===== config.mk =====
export PLATFORM = sky130hd
export DESIGN_NAME = demux1to2_stream
export DESIGN_NICKNAME = d
export VERILOG_FILES = /design/src/rtl/demux_pkg.sv /design/src/rtl/demux_out_stage.sv /design/src/rtl/demux1to2_stream.sv
export SDC_FILE = /design/constraint.sdc
export NUM_CORES = 1
export LEC_CHECK = 0
export BUFFER_PORTS_ARGS = -buffer_cell sky130_fd_sc_hd__buf_2
export CAP_MARGIN = 5
export CORE_UTILIZATION = 40
export DETAILED_ROUTE_END_ITERATION = 6
export PLACE_DENSITY = 0.69
export SLEW_MARGIN = 20
export SYNTH_ARGS = -nofsm -noshare
export SYNTH_HDL_FRONTEND = slang
export SYNTH_SLANG_ARGS = --single-unit
export TNS_END_PERCENT = 30

===== constraint.sdc =====
create_clock -name clk -period 2.8 [get_ports clk]
set_clock_uncertainty 0.05 [all_clocks]
set_input_delay 0.56 -clock clk [delete_from_list [all_inputs] [get_ports clk]]
set_output_delay 0.56 -clock clk [all_outputs]
set_load 0.01 [all_outputs]

===== src/rtl/demux_pkg.sv =====
// Shared definitions for the 1-to-2 stream demultiplexer.
// The state encodings are also used by the stream-mux arbiter, so their
// values must stay fixed.
package demux_pkg;

  localparam logic [1:0] ST_IDLE   = 2'd0;
  localparam logic [1:0] ST_ROUTE0 = 2'd1;
  localparam logic [1:0] ST_ROUTE1 = 2'd2;

  // Returns the routing state that a packet bound for the given path enters.
  function automatic logic [1:0] route_state(input logic path);
    return path ? ST_ROUTE1 : ST_ROUTE0;
  endfunction

endpackage


===== src/rtl/demux_out_stage.sv =====
// One-entry output register slice for a valid/ready stream.
// - It loads a beat whenever 'load' is asserted.
// - It holds that beat stable until the consumer takes it.
// - can_load tells the upstream logic that the slot is empty, or that it is
//   draining this cycle, so a new beat can be accepted without a bubble.
module demux_out_stage #(
  parameter int WIDTH = 8
) (
  input  logic             clk,
  input  logic             rst,
  input  logic             load,
  input  logic [WIDTH-1:0] d,
  input  logic             d_last,
  input  logic             ready_in,
  output logic             valid,
  output logic [WIDTH-1:0] q,
  output logic             q_last,
  output logic             can_load
);

  // Capture a new beat on load, otherwise retire the held beat once it is taken.
  always_ff @(posedge clk) begin
    // NOTE: the payload registers are cleared on reset as well as valid,
    // so that a reset leaves the output bus at a known all-zero value.
    // All state in this block uses non-blocking assignments.
    if (rst) begin
      valid  <= 1'b0;
      q      <= '0;
      q_last <= 1'b0;
    end else if (load) begin
      valid  <= 1'b1;
      q      <= d;
      q_last <= d_last;
    end else if (ready_in) begin
      valid  <= 1'b0;
    end
  end

  // The slot can take a beat if it is empty, or if its beat leaves this cycle.
  always_comb begin
    can_load = !valid || ready_in;
  end

endmodule


===== src/rtl/demux1to2_stream.sv =====
// 1-to-2 packet demultiplexer. It steers a valid/ready packet stream to one of
// two registered output paths. The route is taken from s on the first beat of
// each packet and is held until that packet's last beat.
module demux1to2_stream
  import demux_pkg::*;
#(
  parameter int WIDTH = 8
) (
  input  logic             clk,
  input  logic             rst,
  input  logic             s,
  input  logic [WIDTH-1:0] in_data,
  input  logic             in_valid,
  input  logic             in_last,
  output logic             in_ready,
  output logic [WIDTH-1:0] out0_data,
  output logic             out0_valid,
  output logic             out0_last,
  input  logic             out0_ready,
  output logic [WIDTH-1:0] out1_data,
  output logic             out1_valid,
  output logic             out1_last,
  input  logic             out1_ready,
  output logic             busy
);

  logic [1:0] state;
  logic       sel;
  logic       accept;
  logic       load0;
  logic       load1;
  logic       can_load0;
  logic       can_load1;

  // Select the active path: follow s between packets, and the latched route inside a packet.
  always_comb begin
    // NOTE: every signal assigned in this block gets a value on every path.
    // This keeps the logic purely combinational, with no inferred latches.
    sel      = 1'b0;
    in_ready = 1'b0;
    if (state == ST_IDLE) begin
      sel = s;
    end else begin
      sel = (state == ST_ROUTE1);
    end
    // in_ready looks only at the active path, so a stalled idle path never blocks traffic.
    in_ready = !rst && (sel ? can_load1 : can_load0);
  end

  // Steer each accepted beat into the stage of the active path.
  always_comb begin
    accept = in_valid && in_ready;
    load0  = accept && !sel;
    load1  = accept &&  sel;
  end

  // Packet-framing FSM: latch the route on the first beat, release it on the last beat.
  always_ff @(posedge clk) begin
    if (rst) begin
      state <= ST_IDLE;
    end else if (accept) begin
      case (state)
        ST_IDLE:   state <= in_last ? ST_IDLE : route_state(s);
        ST_ROUTE0,
        ST_ROUTE1: state <= in_last ? ST_IDLE : state;
        default:   state <= ST_IDLE;
      endcase
    end
  end

  // A packet is in flight whenever the route is latched.
  always_comb begin
    busy = (state != ST_IDLE);
  end

  demux_out_stage #(.WIDTH(WIDTH)) u_stage0 (
    .clk      (clk),
    .rst      (rst),
    .load     (load0),
    .d        (in_data),
    .d_last   (in_last),
    .ready_in (out0_ready),
    .valid    (out0_valid),
    .q        (out0_data),
    .q_last   (out0_last),
    .can_load (can_load0)
  );

  demux_out_stage #(.WIDTH(WIDTH)) u_stage1 (
    .clk      (clk),
    .rst      (rst),
    .load     (load1),
    .d        (in_data),
    .d_last   (in_last),
    .ready_in (out1_ready),
    .valid    (out1_valid),
    .q        (out1_data),
    .q_last   (out1_last),
    .can_load (can_load1)
  );

endmodule

==> impl_summary.txt, run 1 <==
----------------------------------------------------
[Floorplan]
  IO Pins ... 37
  Height of the die ... 48.8 um
  Die Area ... 0.00238 mm^2
  Number of core rows ... 16
  Die span in x ... 48.8 um
  Effective utilization at floorplan ... 0.437
  Core Area ... 0.00200 mm^2

[Route]
  Post-route met1 wirelength ... 742 um
  Top layer in use ... met4
  Detail-routed net length per standard cell ... 11.2 um
  DRC violations left ... 0
  DR vias/cell ... 4.71
  Number of routed nets with antenna violations ... 0
  Total number of vias ... 711
  Sum of met3 wire segment lengths after detailed routing ... 103 um
  Initial DRT Pass Iterations ... 2
  Routed length on met2 ... 810 um
  Wire length reported by the detailed router ... 1700 um
  Drt initial violations ... 3

[Clock network]
  CTS hold repair buffers ... 0
  Clock-pin transition on the worst setup and hold timing paths ... 0.11 ns
  Quantity of gates resized following cts ... 0
  Root buffer cell ... sky130_fd_sc_hd__clkbuf_4
  TritonCTS clock tree ... yes
  H-Tree Level Count ... 1
  Number of post-CTS setup repair buffers ... 0
  CTS Buffer Depth ... 2
  Number of buffers inserted during clock tree synthesis ... 3
  Sinks on the clock net ... 22
  Skew-Pair Late Insertion Delay ... 0.31 ns

[STA]
  Final period demand of the worst path ... 2.38 ns
  Final max-slew violation count ... 0
  Least-Margin Pin Slew ... 0.418 ns
  Hold violation total from the final report ... 0
  Top achievable clock speed ... 0.420 GHz
  Part of the cycle the worst path needs ... 0.850
  Setup violations, final ... 0
  Unrepaired setup endpoints after global routing ... false
  Slew headroom ... 0.721
  Worst setup margin ... 0.420 ns
  Setup TNS Final ... 0 ns

[Status]
  Result of the run ... finished, final reports clean

[Critical path]
  Worst Path Class, Setup ... reg2out
  Critical R2R Launch ... state[0]$_SDFFE_PP0P_
  Largest fanout on the critical path ... 5
  Flop-to-flop setup slack ... 0.84 ns
  Data arrival time of the critical path ... 1.77 ns
  Worst-case reg-to-reg path depth ... 7
  Required time of the critical path ... 2.19 ns
  CP Launch Type ... flip-flop
  Critical path capture point type ... primary output
  Endpoint of the worst register-to-register path ... u_stage0.q[7]$_SDFFE_PP0P_

[Job]
  Max Cap Viol ... 0

[Power and ir drop]
  Power per cell area ... 505 mW/mm^2
  Tot Pwr ... 0.560 mW
  Internal power summed over all cells ... 0.419 mW
  Total net switching power ... 0.141 mW
  Switching share of power ... 0.253
  Leakage ... 0.578 nW
  Fraction of power consumed by combinational cells ... 0.158
  Maximum resistive drop on vdd ... 0.000365 V
  Relative contribution of the clock network to total power ... 0.248
  Relative contribution of sequential cells to total power ... 0.594

[Logic synthesis]
  Synthesized instance count ... 88
  Total standard cell area after synthesis ... 875 um^2
  Post-synth net total ... 105
  Part of the Yosys area used for sequential elements ... 0.504
  Ranking of synthesized cells by area ... sky130_fd_sc_hd__dfxtp_1 50%, sky130_fd_sc_hd__mux2i_1 22%, sky130_fd_sc_hd__nor2_1 8.6%, sky130_fd_sc_hd__ha_1 2.9%, sky130_fd_sc_hd__nand2b_1 2.9%
  Number of enable flip-flop cells after synthesis ... 0
  Commonest cells in the synthesized netlist ... 22 x sky130_fd_sc_hd__dfxtp_1, 20 x sky130_fd_sc_hd__nor2_1, 19 x sky130_fd_sc_hd__mux2i_1
  Most frequently used cell type in the post-synthesis netlist ... sky130_fd_sc_hd__dfxtp_1
  Register bit count reported by yosys ... 22
  Largest area contributor in the netlist ... sky130_fd_sc_hd__dfxtp_1
  Share of the synthesized area in the top cell type ... 0.504
  Post-synth top flop ... sky130_fd_sc_hd__dfxtp_1
  Distinct cells, synth ... 16
  Post-synth ARST share ... 0
  Syn. warnings ... 0
  Post-synthesis area per instance ... 9.94 um^2

[Final layout]
  Fraction of layout cells with a size suffix above 1 ... 0.347
  FILL cells ... 205
  Antenna diode count ... 0
  Layout Area Growth over Synthesis ... 26.9%
  Final layout net count ... 143
  Share of the core filled with cells ... 0.554

[Placement]
  Input/output buffers ... 36
  Post-Place Setup Slack ... 0.695 ns
  Final Wtd Congestion ... 0.773

[Min path]
  Worst min-delay path startpoint ... s
  Hold Path Stages ... 2
  Endpoint of the worst hold-timing path ... state[0]$_SDFFE_PP0P_
  Min-Delay Path Class ... in2reg

[GRT]
  Pin count of the biggest net entering global routing ... 26
  Initial antenna violation count ... 0
  Vias in the first global route ... 685
  GRT Residual Overflow ... 0
  All-Layer GR Usage ... 0.168
  First-pass GRT wire length ... 2950 um

----------------------------------------------------
registers in the layout, indices dropped and copies added, names as in the netlist:
register         flops
u_stage0.q           8
u_stage1.q           8
state                2
u_stage0.q_last      1
u_stage0.valid       1
u_stage1.q_last      1
u_stage1.valid       1
cells in the final DEF (no fill, tap or decap):
cell type                  count
sky130_fd_sc_hd__a21oi_1       2
sky130_fd_sc_hd__o21ai_0       1
sky130_fd_sc_hd__or3_1         2
sky130_fd_sc_hd__nand2_1       1
sky130_fd_sc_hd__ha_1          2
sky130_fd_sc_hd__clkbuf_4      3
sky130_fd_sc_hd__nand2b_1      4
sky130_fd_sc_hd__mux2i_2       1
sky130_fd_sc_hd__nor3b_2       1
sky130_fd_sc_hd__inv_1         5
sky130_fd_sc_hd__mux2i_1      19
sky130_fd_sc_hd__o32ai_1       2
sky130_fd_sc_hd__nand4b_1      1
sky130_fd_sc_hd__buf_4         2
sky130_fd_sc_hd__dfxtp_1      22
sky130_fd_sc_hd__buf_2        36
sky130_fd_sc_hd__nor2_1       20
metrics by stage:
step,hold slack [ns],std cells,cell area [um^2]
after floorplan,0.431,88,875
after global placement,0.420,148,1090
after detailed placement,0.431,148,1090
after CTS,0.405,151,1110
after global routing,0.389,151,1110
final,0.413,151,1110
per-layer routing:
metal / vias up / track usage
met5: - / 0
met1: 318 / 0.178
met4: 0 / 0.0882
met2: 24 / 0.292
met3: 5 / 0.0597
li1: 364 / -
worst max-delay path by stage:
stage | startpoint | endpoint | slack (ns)
4_1_cts | state[0]$_SDFFE_PP0P_ | in_ready | 0.38
3_3_place_gp | s | in_ready | 0.73
2_1_floorplan | state[0]$_SDFFE_PP0P_ | in_ready | 0.98
3_5_place_dp | s | in_ready | 0.70
5_1_grt | state[0]$_SDFFE_PP0P_ | in_ready | 0.25
6_report | state[0]$_SDFFE_PP0P_ | in_ready | 0.42
power groups by stage:
| stage | registers (mW) | logic (mW) | clock network [mW] |
|---|---|---|---|
| 3_3_place_gp | 0.339 | 0.0880 | 0 |
| 3_5_place_dp | 0.340 | 0.0896 | 0 |
| 6_report | 0.332 | 0.0886 | 0.139 |
| 4_1_cts | 0.333 | 0.0897 | 0.147 |
| 5_1_grt | 0.334 | 0.0983 | 0.164 |
| 2_1_floorplan | 0.346 | 0.0481 | 0 |
worst max-delay path, stage by stage, from the launching register on:
cell and delay (ns):
sky130_fd_sc_hd__dfxtp_1 0.31, sky130_fd_sc_hd__inv_1 0.09, sky130_fd_sc_hd__ha_1 0.20, sky130_fd_sc_hd__mux2i_2 0.36, sky130_fd_sc_hd__mux2i_1 0.30, sky130_fd_sc_hd__nor2_1 0.06
sky130_fd_sc_hd__buf_2 0.15
logic make-up after synthesis:
| group | after synthesis | share of synthesized area |
|---|---|---|
| buffers and inverters | 10 | 0.0458 |
| DFF | 22 | 0.504 |
| and+or+nand+nor | 29 | 0.152 |
| muxes | 20 | 0.233 |
| adders and majority gates | 2 | 0.0286 |
| AOI/OAI and AO/OA | 5 | 0.0372 |
cell type report:
| class | instances | area [um^2] | area share |
|---|---|---|---|
| Clock buffer | 3 | 22.5 | 0.0203 |
| Tap cell | 27 | 33.8 | 0.0304 |
| Timing Repair Buffer | 38 | 195 | 0.176 |
| Multi-Input combinational cell | 56 | 399 | 0.360 |
| Inverter | 5 | 18.8 | 0.0169 |
| Sequential cell | 22 | 440 | 0.397 |
Power figures use the tool's default switching activity.
==> inputs of run 2 (changes only) <==
--- a/config.mk
+++ b/config.mk
@@ -5,6 +5,7 @@
 export SDC_FILE = /design/constraint.sdc
 export NUM_CORES = 1
 export LEC_CHECK = 0
+export ABC_AREA = 1
 export BUFFER_PORTS_ARGS = -buffer_cell sky130_fd_sc_hd__buf_2
 export CAP_MARGIN = 5
 export CORE_UTILIZATION = 40
==> constraint.sdc (replaced) <==
create_clock -name clk -period 2 [get_ports clk]
set_clock_uncertainty 0.05 [all_clocks]
set_input_delay 0.4 -clock clk [delete_from_list [all_inputs] [get_ports clk]]
set_output_delay 0.4 -clock clk [all_outputs]
set_load 0.01 [all_outputs]
==> run 2 against run 1 <==
Compared with the run above: utilization fell by 0.44 points; sequential share of layout area is 7.3 points lower; hold slack worse by 0.20 ns; count of clock-buffer cells in the layout did not move; largest power group unchanged.
==> impl_summary.txt, run 2 <==
----------------------------------------------------
[Logic synthesis]
  Commonest cells in the synthesized netlist ... 42 x sky130_fd_sc_hd__nor2_1, 34 x sky130_fd_sc_hd__nand2_1, 26 x sky130_fd_sc_hd__inv_1 (was 22 x sky130_fd_sc_hd__dfxtp_1, 20 x sky130_fd_sc_hd__nor2_1, 19 x sky130_fd_sc_hd__mux2i_1)
  Post-synth ARST share ... 0 (unchanged)
  Ranking of synthesized cells by area ... sky130_fd_sc_hd__dfxtp_1 42%, sky130_fd_sc_hd__nor2_1 15%, sky130_fd_sc_hd__nand2_1 12%, sky130_fd_sc_hd__inv_1 9.2%, sky130_fd_sc_hd__nand4_1 6.5% (was sky130_fd_sc_hd__dfxtp_1 50%, sky130_fd_sc_hd__mux2i_1 22%, sky130_fd_sc_hd__nor2_1 8.6%, sky130_fd_sc_hd__ha_1 2.9%, sky130_fd_sc_hd__nand2b_1 2.9%)
  Synthesized instance count ... 157 (was 88)
  Post-synth net total ... 174 (was 105)
  Number of enable flip-flop cells after synthesis ... 0 (unchanged)
  Post-synth top flop ... sky130_fd_sc_hd__dfxtp_1 (unchanged)
  Syn. warnings ... 0 (unchanged)
  Distinct cells, synth ... 20 (was 16)
  Post-synthesis area per instance ... 6.73 um^2 (was 9.94 um^2)
  Part of the Yosys area used for sequential elements ... 0.417 (was 0.504)
  Register bit count reported by yosys ... 22 (unchanged)
  Share of the synthesized area in the top cell type ... 0.417 (was 0.504)
  Most frequently used cell type in the post-synthesis netlist ... sky130_fd_sc_hd__nor2_1 (was sky130_fd_sc_hd__dfxtp_1)
  Total standard cell area after synthesis ... 0.00106 mm^2 (was 875 um^2)
  Largest area contributor in the netlist ... sky130_fd_sc_hd__dfxtp_1 (unchanged)

[STA]
  Unrepaired setup endpoints after global routing ... false (unchanged)
  Slew headroom ... 0.754 (was 0.721)
  Least-Margin Pin Slew ... 0.368 ns (was 0.418 ns)
  Setup violations, final ... 0 (unchanged)
  Final period demand of the worst path ... 1.92 ns
  Hold violation total from the final report ... 0 (unchanged)
  Final max-slew violation count ... 0 (unchanged)
  Setup TNS Final ... 0 ns (unchanged)
  Top achievable clock speed ... 0.522 GHz
  Worst setup margin ... 0.0850 ns (was 0.420 ns)
  Part of the cycle the worst path needs ... 0.958
  Worst hold margin ... 0.209 ns (was 0.413 ns)

[Final layout]
  Antenna diode count ... 0 (unchanged)
  Final layout net count ... 215 (was 143)
  Share of the core filled with cells ... 0.550 (was 0.554)
  Fraction of layout cells with a size suffix above 1 ... 0.305 (was 0.347)
  Post-route standard cell area excluding fillers ... 0.00136 mm^2 (was 0.00111 mm^2)
  Most frequent standard cell in the layout excluding fill and tap cells ... sky130_fd_sc_hd__nor2_1 (was sky130_fd_sc_hd__buf_2)
  Top library cells by usage in the layout, fill and taps aside ... 42 x sky130_fd_sc_hd__nor2_1, 35 x sky130_fd_sc_hd__buf_2, 33 x sky130_fd_sc_hd__nand2_1, 24 x sky130_fd_sc_hd__inv_1, 21 x sky130_fd_sc_hd__dfxtp_1 (was 36 x sky130_fd_sc_hd__buf_2, 22 x sky130_fd_sc_hd__dfxtp_1, 20 x sky130_fd_sc_hd__nor2_1, 19 x sky130_fd_sc_hd__mux2i_1, 5 x sky130_fd_sc_hd__inv_1)
  Largest registers in the final layout ... u_stage0.q (8), u_stage1.q (8), state (2) (unchanged)
  Finished Layout Cells ... 227 (was 151)
  Layout Area Growth over Synthesis ... 28.9% (was 26.9%)

[Route]
  Drt initial violations ... 5 (was 3)
  Routed length on met2 ... 1100 um (was 810 um)
  Detail-routed net length per standard cell ... 10.1 um (was 11.2 um)
  Wire length reported by the detailed router ... 2280 um (was 1700 um)
  Post-route met1 wirelength ... 1010 um (was 742 um)
  Number of routed nets with antenna violations ... 0 (unchanged)
  DRC violations left ... 0 (unchanged)
  Initial DRT Pass Iterations ... 4 (was 2)
  DR vias/cell ... 4.60 (was 4.71)
  Sum of met3 wire segment lengths after detailed routing ... 107 um (was 103 um)
  Total number of vias ... 1044 (was 711)
  Top layer in use ... met4 (unchanged)

[Critical path]
  Launch point of the worst path ... state[1]$_SDFFE_PP0P_ (was state[0]$_SDFFE_PP0P_)
  Data arrival time of the critical path ... 1.47 ns (was 1.77 ns)
  Worst-path cell with the longest stage delay ... sky130_fd_sc_hd__dfxtp_1 (was sky130_fd_sc_hd__mux2i_2)
  End point of the critical path ... in_ready (unchanged)
  Critical path capture point type ... primary output (unchanged)
  Required time of the critical path ... 1.55 ns (was 2.19 ns)
  Largest fanout on the critical path ... 4 (was 5)
  CP Launch Type ... flip-flop (unchanged)
  Endpoint of the worst register-to-register path ... u_stage0.q[3]$_SDFFE_PP0P_ (was u_stage0.q[7]$_SDFFE_PP0P_)
  Flop-to-flop setup slack ... 0.25 ns (was 0.84 ns)
  Worst Path Class, Setup ... reg2out (unchanged)
  Delay of the slowest cell on the worst path ... 0.37 ns (was 0.36 ns)
  Worst-case reg-to-reg path depth ... 11 (was 7)
  Critical path cell sequence ... inv_2 > ha_4 > nand2_2 > nand2_4 > nand2_2 > inv_2 > nor2_4 > buf_6 (was inv_1 > ha_1 > mux2i_2 > mux2i_1 > nor2_1 > buf_2)
  Critical R2R Launch ... state[1]$_SDFFE_PP0P_ (was state[0]$_SDFFE_PP0P_)

[Job]
  Max Cap Viol ... 0 (unchanged)

[Placement]
  Post-Place Setup Slack ... 0.244 ns (was 0.695 ns)
  Input/output buffers ... 36 (unchanged)
  Cell count after placement ... 221 (was 148)
  Post-Place Cell Area ... 0.00127 mm^2 (was 0.00109 mm^2)
  Final Wtd Congestion ... 0.760 (was 0.773)
  HPWL after DPL ... 1740 um

[Floorplan]
  IO Pins ... 37 (unchanged)
  Effective utilization at floorplan ... 0.427 (was 0.437)
  Number of core rows ... 18 (was 16)
  Height of the die ... 53.4 um (was 48.8 um)
  Core Area ... 0.00248 mm^2 (was 0.00200 mm^2)
  Die span in x ... 53.4 um (was 48.8 um)
  Die Area ... 0.00285 mm^2 (was 0.00238 mm^2)

[Power and ir drop]
  Tot Pwr ... 1.07 mW (was 0.560 mW)
  Power per cell area ... 786 mW/mm^2 (was 505 mW/mm^2)
  Internal power summed over all cells ... 0.771 mW (was 0.419 mW)
  Relative contribution of sequential cells to total power ... 0.455 (was 0.594)
  Maximum resistive drop on vdd ... 0.000487 V (was 0.000365 V)
  Fraction of power consumed by combinational cells ... 0.225 (was 0.158)
  Leakage ... 0.771 nW (was 0.578 nW)
  Switching share of power ... 0.280 (was 0.253)
  Relative contribution of the clock network to total power ... 0.320 (was 0.248)
  Total net switching power ... 0.300 mW (was 0.141 mW)

[Clock network]
  Skew-Pair Late Insertion Delay ... 0.32 ns (was 0.31 ns)
  Clock-pin transition on the worst setup and hold timing paths ... 0.11 ns (about the same)
  CTS hold repair buffers ... 0 (unchanged)
  Sinks on the clock net ... 22 (unchanged)
  CTS Buffer Depth ... 2 (unchanged)
  H-Tree Level Count ... 1 (unchanged)
  TritonCTS clock tree ... yes (unchanged)
  Root buffer cell ... sky130_fd_sc_hd__clkbuf_4 (unchanged)
  Number of buffers inserted during clock tree synthesis ... 3 (unchanged)

[GRT]
  Pin count of the biggest net entering global routing ... 20 (was 26)
  Initial antenna violation count ... 0 (unchanged)
  Vias in the first global route ... 979 (was 685)
  All-Layer GR Usage ... 0.190 (was 0.168)
  GRT Residual Overflow ... 0 (unchanged)
  First-pass GRT wire length ... 3880 um (was 2950 um)

[Min path]
  Min-Delay Path Class ... in2reg (unchanged)

[Status]
  Result of the run ... finished, final reports clean (unchanged)

----------------------------------------------------
[run 2: changes by cell type in the layout (fill, tap and decap cells not counted), moves of 3 or more]
| cell | change |
|---|---|
| sky130_fd_sc_hd__buf_4 | +3 |
| sky130_fd_sc_hd__nand2_1 | +32 |
| sky130_fd_sc_hd__mux2i_1 | -19 |
| sky130_fd_sc_hd__inv_1 | +19 |
| sky130_fd_sc_hd__nor2_1 | +22 |
| sky130_fd_sc_hd__nand2b_1 | -4 |
| sky130_fd_sc_hd__nand4_1 | +11 |
| sky130_fd_sc_hd__inv_2 | +4 |
[run 2: timing repair]
item / 4_1_cts / 5_1_grt
pin swaps: 1 / 2
buffers inserted: 2 / 0
setup endpoints to repair: 1 / 1
gates resized for setup: 2 / 6
gates cloned: 0 / 0
[run 2: power by group through the flow]
stage / Sequential (mW) / Clock [mW] / Combinational, mW
after floorplan: 0.512 / 0 / 0.135
after global placement: 0.495 / 0 / 0.218
after detailed placement: 0.497 / 0 / 0.224
after CTS: 0.487 / 0.353 / 0.232
after global routing: 0.492 / 0.364 / 0.275
final: 0.488 / 0.343 / 0.241
[run 2: critical path: cells and delay by family, from the launching register on]
| kind | cells | cell delay, ns |
|---|---|---|
| AND/OR/NAND/NOR | 4 | 0.40 |
| adder cells (fa/ha/maj) | 1 | 0.17 |
| flip-flops | 1 | 0.37 |
| buffers and inverters | 3 | 0.22 |
[run 2: layer usage]
metal  track usage  vias to the layer above
li1              -                      551
met1         0.210                      461
met2         0.327                       25
met3        0.0345                        7
met4         0.123                        0
met5             0                        -
[run 2: cells by family after synthesis]
kind of cell / count (synthesis) / share of synthesized area
AND/OR/NAND/NOR: 97 / 0.414
buffers and inverters: 34 / 0.131
flip-flops: 22 / 0.417
AO/OA/AOI/OAI: 2 / 0.0142
adder cells (fa/ha/maj): 2 / 0.0237
[run 2: area by class of cell]
type                    count  area, um^2
clock buffers               3        22.5
repair buffers             41         224
fillers                   254        1110
multi-input cells         101         498
well taps                  30        37.5
inverters                  29         109
flip-flops and latches     22         442
clock inverters             1        30.0
[run 2: how the worst min path moves through the flow]
stage	end	slack, ns	cells after the start	startpoint
2_1_floorplan	state[0]$_SDFFE_PP0P_	0.39	2	state[0]$_SDFFE_PP0P_
3_3_place_gp	u_stage1.q_last$_SDFFE_PP0P_	0.41	2	u_stage1.q_last$_SDFFE_PP0P_
3_5_place_dp	state[0]$_SDFFE_PP0P_	0.42	2	state[0]$_SDFFE_PP0P_
4_1_cts	u_stage0.valid$_SDFFE_PP0P_	0.20	2	rst
5_1_grt	u_stage0.valid$_SDFFE_PP0P_	0.21	2	rst
6_report	u_stage0.valid$_SDFFE_PP0P_	0.21	2	rst
